==> config.mk <==
export PLATFORM = sky130hd
export DESIGN_NAME = fetch_queue
export DESIGN_NICKNAME = d
export VERILOG_FILES = /design/src/rtl/fetch_pkg.sv /design/src/rtl/fetch_fifo.sv /design/src/rtl/fetch_queue.sv
export SDC_FILE = /design/constraint.sdc
export NUM_CORES = 1
export LEC_CHECK = 0
export BUFFER_PORTS_ARGS = -buffer_cell sky130_fd_sc_hd__buf_2
export CAP_MARGIN = 15
export CORE_MARGIN = 2
export CORE_UTILIZATION = 45
export DETAILED_ROUTE_END_ITERATION = 12
export GPL_ROUTABILITY_DRIVEN = 0
export GPL_TIMING_DRIVEN = 0
export PLACE_DENSITY = 0.69
export SLEW_MARGIN = 15
export SYNTH_ARGS = -nofsm -noshare
export SYNTH_HDL_FRONTEND = slang
export SYNTH_HIERARCHICAL = 1
export SYNTH_SLANG_ARGS = --single-unit
==> constraint.sdc <==
create_clock -name clk -period 8.9 [get_ports clk]
set_clock_uncertainty 0.2 [all_clocks]
set_input_delay 0 -clock clk [delete_from_list [all_inputs] [get_ports clk]]
set_output_delay 0 -clock clk [all_outputs]
set_load 0.02 [all_outputs]
==> src/rtl/fetch_pkg.sv <==
// Shared fetch-stage definitions: PC reset vector, default word width, queue entry layout.
// Latency: n/a (types and constants only).
// Backpressure: n/a.
package fetch_pkg;

    localparam int FETCH_BIT_WIDTH = 32;

    localparam logic [FETCH_BIT_WIDTH-1:0] PC_RESET_VALUE = 32'h40;

    // One buffered fetch: the returned instruction word and the PC it came from.
    typedef struct packed {
        logic [FETCH_BIT_WIDTH-1:0] instr;
        logic [FETCH_BIT_WIDTH-1:0] pc;
    } fetch_entry_t;

endpackage

==> src/rtl/fetch_fifo.sv <==
// DEPTH-entry pointer/count FIFO holding fetched {instr, pc} entries; flush empties it.
// Latency: a push written at the clock edge is visible at the head the next cycle.
// Backpressure: none internally; the caller guarantees no push while full, pop is ignored when empty or flushing.
module fetch_fifo
    import fetch_pkg::*;
#(
    parameter int  DEPTH   = 4,
    parameter type entry_t = fetch_entry_t,
    localparam int PTR_W   = $clog2(DEPTH),
    localparam int CNT_W   = $clog2(DEPTH + 1)
) (
    input  logic             clk,
    input  logic             reset,
    input  logic             push_i,
    input  entry_t           push_dat_i,
    input  logic             pop_i,
    input  logic             flush_i,
    output logic             head_vld_o,
    output entry_t           head_dat_o,
    output logic [CNT_W-1:0] count_o
);

    entry_t             mem_q [DEPTH];
    logic [PTR_W-1:0]   wr_ptr_q, wr_ptr_d;
    logic [PTR_W-1:0]   rd_ptr_q, rd_ptr_d;
    logic [CNT_W-1:0]   count_q,  count_d;
    logic               do_push;
    logic               do_pop;

    // Flush overrides both a late-returning push and a same-cycle pop.
    assign do_push = push_i && !flush_i;
    assign do_pop  = pop_i && (count_q != '0) && !flush_i;

    // Next-state for pointers and occupancy; pointers wrap naturally since DEPTH is a power of two.
    always_comb begin
        wr_ptr_d = wr_ptr_q;
        rd_ptr_d = rd_ptr_q;
        count_d  = count_q;
        if (flush_i) begin
            wr_ptr_d = '0;
            rd_ptr_d = '0;
            count_d  = '0;
        end else begin
            if (do_push) wr_ptr_d = wr_ptr_q + 1'b1;
            if (do_pop)  rd_ptr_d = rd_ptr_q + 1'b1;
            count_d = count_q + CNT_W'(do_push) - CNT_W'(do_pop);
        end
    end

    // Pointer/count registers and entry storage; storage is not cleared by flush (stale head is harmless).
    always_ff @(posedge clk or posedge reset) begin
        if (reset) begin
            wr_ptr_q <= '0;
            rd_ptr_q <= '0;
            count_q  <= '0;
            for (int i = 0; i < DEPTH; i++) begin
                mem_q[i] <= '0;
            end
        end else begin
            wr_ptr_q <= wr_ptr_d;
            rd_ptr_q <= rd_ptr_d;
            count_q  <= count_d;
            if (do_push) begin
                mem_q[wr_ptr_q] <= push_dat_i;
            end
        end
    end

    assign head_vld_o = (count_q != '0);
    assign head_dat_o = mem_q[rd_ptr_q];
    assign count_o    = count_q;

endmodule

==> src/rtl/fetch_queue.sv <==
// Instruction fetch: credit-checked PC advance, synchronous imem read, PC-tagged FIFO to decode.
// Latency: issue in cycle t, entry written end of t+1, instrValid in t+2; one instruction/cycle steady state.
// Backpressure: decode stalls via instrReady; fetch issues only while queued + in-flight < DEPTH (optional FETCH_STATS_EN adds stallCycles/flushCount).
module fetch_queue
    import fetch_pkg::*;
#(
    parameter int BIT_WIDTH      = FETCH_BIT_WIDTH,
    parameter int DEPTH          = 4,
    parameter int IMEM_ADDR_BITS = 12
) (
    input  logic                      clk,
    input  logic                      reset,
    input  logic [BIT_WIDTH-1:0]      pcIn,
    output logic                      pcWrtEn,
    output logic                      imemRdEn,
    output logic [IMEM_ADDR_BITS-1:0] imemAddr,
    input  logic [BIT_WIDTH-1:0]      imemRdata,
    input  logic                      flush,
    output logic                      instrValid,
    input  logic                      instrReady,
    output logic [BIT_WIDTH-1:0]      instrOut,
    output logic [BIT_WIDTH-1:0]      instrPc
`ifdef FETCH_STATS_EN
    ,
    output logic [31:0]               stallCycles,
    output logic [15:0]               flushCount
`endif
);

    localparam int CNT_W = $clog2(DEPTH + 1);

    // Entry layout sized by this instance's word width (matches fetch_entry_t at the default width).
    typedef struct packed {
        logic [BIT_WIDTH-1:0] instr;
        logic [BIT_WIDTH-1:0] pc;
    } entry_t;

    logic                 inflight_q;
    logic [BIT_WIDTH-1:0] inflight_pc_q;
    logic [CNT_W-1:0]     fifo_count;
    logic                 issue;
    entry_t               push_dat;
    entry_t               head_dat;

    // Credit check uses the registered count, so a same-cycle pop never frees a slot early;
    // the outstanding read reserves its slot so the FIFO cannot overflow.
    assign issue = !reset && !flush && ((int'(fifo_count) + int'(inflight_q)) < DEPTH);

    assign pcWrtEn  = issue;
    assign imemRdEn = issue;
    assign imemAddr = pcIn[IMEM_ADDR_BITS+1:2];

    // Track the one outstanding imem read and the PC it was issued from; flush drops it because issue is low.
    always_ff @(posedge clk or posedge reset) begin
        if (reset) begin
            inflight_q    <= 1'b0;
            inflight_pc_q <= '0;
        end else begin
            inflight_q <= issue;
            if (issue) begin
                inflight_pc_q <= pcIn;
            end
        end
    end

    assign push_dat.instr = imemRdata;
    assign push_dat.pc    = inflight_pc_q;

    fetch_fifo #(
        .DEPTH   (DEPTH),
        .entry_t (entry_t)
    ) u_fifo (
        .clk        (clk),
        .reset      (reset),
        .push_i     (inflight_q),
        .push_dat_i (push_dat),
        .pop_i      (instrReady),
        .flush_i    (flush),
        .head_vld_o (instrValid),
        .head_dat_o (head_dat),
        .count_o    (fifo_count)
    );

    assign instrOut = head_dat.instr;
    assign instrPc  = head_dat.pc;

`ifdef FETCH_STATS_EN
    logic [31:0] stall_cnt_q;
    logic [15:0] flush_cnt_q;

    // Saturating counters: cycles with no issue outside flush/reset, and flush events.
    always_ff @(posedge clk or posedge reset) begin
        if (reset) begin
            stall_cnt_q <= '0;
            flush_cnt_q <= '0;
        end else begin
            if (!issue && !flush && (stall_cnt_q != '1)) begin
                stall_cnt_q <= stall_cnt_q + 1'b1;
            end
            if (flush && (flush_cnt_q != '1)) begin
                flush_cnt_q <= flush_cnt_q + 1'b1;
            end
        end
    end

    assign stallCycles = stall_cnt_q;
    assign flushCount  = flush_cnt_q;
`endif

endmodule
# Word level (Yosys, flattened, before mapping)

Cells that the tools add are included.

$add $sub $neg: 5
Multiply operators: 0
Div/mod/pow operators: 0
Magnitude comparators: 4
Equality and inequality tests: 0
Shifts and indexed selects: 0
Muxes and demuxes: 11
Bitwise logic cells: 2
Reductions and logical operators: 11

Operators by type and width:

| operator                                            | count |
|---|---|
| bitwise mux 256 bit                                 | 1 |
| two-way mux 64 bit                                  | 3 |
| binary-select mux 64 bit (select 2 bit)             | 1 |
| demux 64 bit (select 2 bit)                         | 1 |
| two-way mux 2 bit                                   | 4 |
| >= comparator 3 bit (second input constant)         | 2 |
| logical AND 1 bit                                   | 6 |
| NOT 2 -> 3 bit                                      | 2 |
| adder 2 x 1 -> 2 bit (second input constant)        | 2 |
| adder 3 x 1 -> 4 bit                                | 1 |
| < comparator 4 x 3 -> 1 bit (second input constant) | 1 |
| nonzero test 2 bit                                  | 2 |
| adder 3 x 1 -> 3 bit                                | 1 |
| < comparator 3 x 1 -> 1 bit (second input constant) | 1 |
| two-way mux 3 bit                                   | 1 |
| nonzero test 3 bit                                  | 1 |
| subtractor 3 x 1 -> 3 bit                           | 1 |
| logical NOT 1 bit                                   | 2 |

Bits in registers: 296
Bits in latches: 0
Bits in writable memories: 0
ROM bits: 0
Output and inout bits: 79
Memories kept: 0

# Logic depth before layout (Yosys ltp)

Word-level depth: 6
Depth in mapped cells: 9
Gate-level depth less buffers: 9

# Modules after synthesis

The synthesis kept the hierarchy.

Modules (own cells, without submodules):

| module      | times used | cells each | area an instance (sq um) |
|---|---|---|---|
| fetch_fifo  | 1          | 662        | 11617.4 |
| fetch_queue | 1          | 86         | 1455.1 |

# Worst setup path after synthesis

OpenSTA, ideal clock, no wires.

Kind: reg2reg
Start point: register u_fifo.count_q[1] (netlist: u_fifo/count_o[1])
End point: register u_fifo.count_q[2] (netlist: u_fifo/count_o[2])
Setup time: 0.131 ns
Data arrival time: 1.857 ns
Data required time: 8.569 ns
Slack: 6.712 ns
Cell stages (with the launch flop): 10
Buffers on the path: 0
Period minus slack after synthesis: 2.188 ns
Cells stage by stage: dfrtp_1 -> o31ai_1 -> nor2_1 -> ha_1 -> inv_1 -> ha_1 -> inv_1 -> fa_1 -> xnor3_1 -> nor2_1

Cells in the longest elaborated chain, start to end: 5
Elaborated cells on any way between the ends: 6
Those cells by class: 2 x add/sub; 1 x mux; 3 x reduce/logical

Ends and longest elaborated chain:

| what                                                         | RTL line         | source |
|---|---|---|
| from (decl)                                                  | fetch_fifo.sv:26 | `logic [CNT_W-1:0] count_q, count_d;` |
| from (signal assigned)                                       | fetch_fifo.sv:62 | `count_q <= count_d;` |
| branches (longest 3 deep; another with adder 3 x 1 -> 3 bit) | -                |  |
| subtractor 3 x 1 -> 3 bit (*)                                | fetch_fifo.sv:46 | `count_d = count_q + CNT_W'(do_push) - CNT_W'(do_pop);` |
| two-way mux 3 bit (*)                                        | fetch_fifo.sv:39 | `if (flush_i) begin` |
| net u_fifo.count_d[2]                                        | fetch_fifo.sv:26 |  |

Mark *: on every way through the listed nets, which the timed path passes.
A chain may end at the register's enable or synchronous reset.

# Final worst setup path

Start point: register u_fifo.rd_ptr_q[1]
End point: output port instrPc[25]

Cells in the longest elaborated chain, start to end: 4

Ends and longest elaborated chain:

| what                                                   | RTL line          | source |
|---|---|---|
| from (decl)                                            | fetch_fifo.sv:25  | `logic [PTR_W-1:0] rd_ptr_q, rd_ptr_d;` |
| from (signal assigned)                                 | fetch_fifo.sv:61  | `rd_ptr_q <= rd_ptr_d;` |
| NOT 2 -> 3 bit (not written as such)                   | fetch_fifo.sv:70  | `assign head_dat_o = mem_q[rd_ptr_q];` |
| binary-select mux 64 bit (select 2 bit)                | fetch_fifo.sv:70  |  |
| two-way mux 64 bit (not written as such) (2 in series) | fetch_fifo.sv:70  |  |
| to (decl)                                              | fetch_queue.sv:22 | `output logic [BIT_WIDTH-1:0] instrPc` |

No other way between the ends. The select of a mux whose other input is x is not followed.

==> flow_metrics.py <==
metrics = {
    "outcome": {
        "status": "completed",
    },
    "pwr": {
        "power_density_mw_per_mm2": 317,
        "p_leak_nw": 7.84,
        "ir_drop_mv": 0.171,
        "total_power_mw": 5.19,
    },
    "synth": {
        "syn_area_per_cell_um2": 17.5,
        "synth-compound-area-share_pct": 0.124,
        "synthSimpleGateAreaFrac_pct": 0.842,
        "synthMuxAreaShare_pct": 36.9,
        "synth_top_family_by_area": "multiplexers",
        "syn_inst": 748,
        "yosysUniqueCellTypes": 25,
        "yosys_warnings": 6,
        "syn_nets": 823,
        "synth-xor-area-share_pct": 0.239,
        "synth_fa_ha_area_share_pct": 0.727,
        "synthesis.area_mm2": 0.0131,
        "synth_seq_cells": 296,
        "yosysSeqAreaShare_pct": 56.7,
    },
    "sta": {
        "report.final.slew_viol_count": 0,
        "slew_headroom_pct": 71.8,
        "fin_crit_sh_pct": 26.7,
        "period_minus_slack_ns": 2.38,
        "final-hold-violation-count": 0,
        "worstMarginPinSlew_ns": 0.422,
        "rsz0062_at_grt": "false",
        "setup_viol": 0,
        "setup_slack_ns": 6.52,
        "max_freq_ghz": 0.421,
    },
    "worst_setup_path": {
        "path_max_fanout": 10,
        "startpoint": "u_fifo/rd_ptr_q[1]$_DFFE_PP0P_",
        "path_cells": "buf_2 > buf_2 > mux4_2 > buf_2",
        "crit_arrival_ns": 2.18,
        "critPathKind": "flip-flop to primary output",
        "max_stage_delay_ns": 0.39,
        "reg2reg_depth": 9,
        "rrSetupSlack_ns": 6.53,
        "critPathLaunchType": "flip-flop",
        "crit_path_end": "instrPc[25]",
        "cpMaxStageDelayCell": "buf_2",
        "cpMostUsedCell": "buf_2",
        "cp.required_ns": 8.70,
        "r2r_end": "u_fifo/count_o[2]$_DFF_PP0_",
        "worstSetupEndpointType": "primary output",
        "r2r-start": "u_fifo/count_o[1]$_DFF_PP0_",
    },
    "global_route": {
        "antenna_found_initial": 0,
        "track_usage_pct": 18.2,
        "grt_max_degree": 86,
        "grt_pass1_wl_mm": 43.3,
        "grt_pass1_vias": 7859,
        "gr-total-overflow": 0,
    },
    "die": {
        "start_util_pct": 45.7,
        "num_rows": 62,
        "fp.dieW_um": 174,
        "core-area_mm2": 0.0286,
        "top_level_ports": 147,
        "die_h_um": 174,
        "dieArea_mm2": 0.0304,
    },
    "clock_tree": {
        "cts_resized": 0,
        "post-cts-setup-buffers": 0,
        "cts_tree": "built",
        "htreeDepth": 2,
        "clockRootBuffer": "clkbuf_16",
        "clk_pin_slew_ns": 0.06,
        "cts_max_path_buffers": 3,
        "cts.sinks": 296,
        "cts_made_buffers": 35,
        "clock_latency_ns": 0.50,
    },
    "route": {
        "drc": 0,
        "via_count": 7209,
        "routed_via_density": 5.10,
        "routed_wl_mm": 26.9,
        "first_iter_violations": 285,
        "wire_per_inst_um": 19.0,
        "first_pass_iters": 4,
        "ant_nets": 0,
    },
    "final_layout": {
        "layout_common_cells": "296 x dfrtp_1, 261 x mux2_2, 154 x buf_2",
        "syn2layout_area_growth_pct": 25.1,
        "diodes": 0,
        "fin_util_pct": 57.1,
        "nets": 1081,
        "drive_above_1_share_pct": 60.6,
        "final_common_cell": "dfrtp_1",
    },
    "placed_design": {
        "dp_hpwl_mm": 17.2,
        "io_buffers": 146,
        "post-place-ws_ns": 6.55,
    },
    "min_path": {
        "hp-class": "input pin to flip-flop",
    },
    "run": {
        "drv_cap": 0,
    },
}
[where the power goes]
group | total (mW) | switching (mW) | internal, mW
Sequential | 2.03 | 0.247 | 1.78
Combinational | 1.63 | 0.744 | 0.886
Clock | 1.53 | 0.544 | 0.986
Total | 5.19 | 1.53 | 3.65
[layout make-up]
cell class	count	area, um2
Tap cell	384	480
Clock inverter	13	215
Sequential cell	296	7410
Multi-Input combinational cell	385	5080
Buffer	60	561
Inverter	7	33.8
Fill cell	2266	12300
Clock buffer	48	1040
Timing Repair Buffer	221	1540
[cell families (layout without fill, tap and decap cells)]
group,Yosys count,count (layout)
multiplexers,355,355
flip-flops,296,296
buffers and inverters,67,349
AND/OR/NAND/NOR,19,19
adder cells (fa/ha/maj),7,7
AO/OA/AOI/OAI,2,2
XOR/XNOR,2,2
[cells in the mapped netlist]
| master | instances | area, um2 |
|---|---|---|
| nand3_1 | 1 | 5.00 |
| nor2_1 | 7 | 26.3 |
| buf_2 | 8 | 40.0 |
| or3_1 | 1 | 6.26 |
| clkbuf_8 | 4 | 55.1 |
| fa_1 | 1 | 20.0 |
| mux2_4 | 29 | 435 |
| xnor2_1 | 1 | 8.76 |
| buf_6 | 29 | 327 |
| o31ai_1 | 1 | 7.51 |
| clkbuf_1 | 1 | 3.75 |
| mux2i_1 | 1 | 10.0 |
| mux4_2 | 64 | 1440 |
| nand2_2 | 1 | 6.26 |
| mux2_2 | 261 | 2940 |
| nor2b_1 | 3 | 18.8 |
| nor3_2 | 1 | 10.0 |
| ha_1 | 6 | 75.1 |
| o311ai_0 | 1 | 8.76 |
| nand3b_1 | 4 | 30.0 |
| or2b_1 | 1 | 7.51 |
| inv_1 | 7 | 26.3 |
| buf_4 | 18 | 135 |
| xnor3_1 | 1 | 22.5 |
| dfrtp_1 | 296 | 7410 |
[worst min path at each step]
| stage | from | end | slack [ns] | cells after the start |
|---|---|---|---|---|
| 4_1_cts | pcIn[16] | inflight_pc_q[16]$_DFFE_PP0P_ | 0.03 | 3 |
| 5_1_grt | pcIn[17] | inflight_pc_q[17]$_DFFE_PP0P_ | 0.05 | 3 |
| 3_5_place_dp | reset | inflight_pc_q[3]$_DFFE_PP0P_ | -0.13 | 2 |
| 6_report | pcIn[17] | inflight_pc_q[17]$_DFFE_PP0P_ | 0.06 | 3 |
| 2_1_floorplan | pcIn[2] | imemAddr[0] | -0.09 | 1 |
| 3_3_place_gp | pcIn[15] | inflight_pc_q[15]$_DFFE_PP0P_ | 0.03 | 2 |
[flip-flops by register name (all words and copies together) (netlist names)]
| name | flops |
|---|---|
| inflight_pc_q | 32 |
| inflight_q | 1 |
| u_fifo/count_o | 3 |
| u_fifo/mem_q | 256 |
| u_fifo/rd_ptr_q | 2 |
| u_fifo/wr_ptr_q | 2 |
[timing repair]
item,CTS,global route
hold endpoints to repair,398,0
hold buffers,71,0
setup endpoints to repair,0,0
[critical path: cells and delay by family (launching register included)]
| family | cells | cell delay [ns] |
|---|---|---|
| buf+inv | 3 | 0.90 |
| mux | 1 | 0.39 |
| flops | 1 | 0.37 |
[through the flow]
stage	hold slack, ns	instance area (um2)	instances	TNS [ns]
2_1_floorplan	-0.0874	13100	748	0
3_3_place_gp	0.0300	14300	1278	-494.22
3_5_place_dp	-0.129	14400	1282	0
4_1_cts	0.0323	16400	1414	0
5_1_grt	0.0464	16400	1414	0
6_report	0.0592	16400	1414	0
[routing by layer]
layer | vias up | global-route usage (%) | wire length (um)
met5 | - | 0 | 0
met4 | 0 | 4.52 | 413
met3 | 30 | 3.59 | 1210
met2 | 139 | 30.4 | 13000
met1 | 3767 | 24.7 | 12200
li1 | 3273 | - | -
No activity file was read; power rests on OpenSTA's default activity.
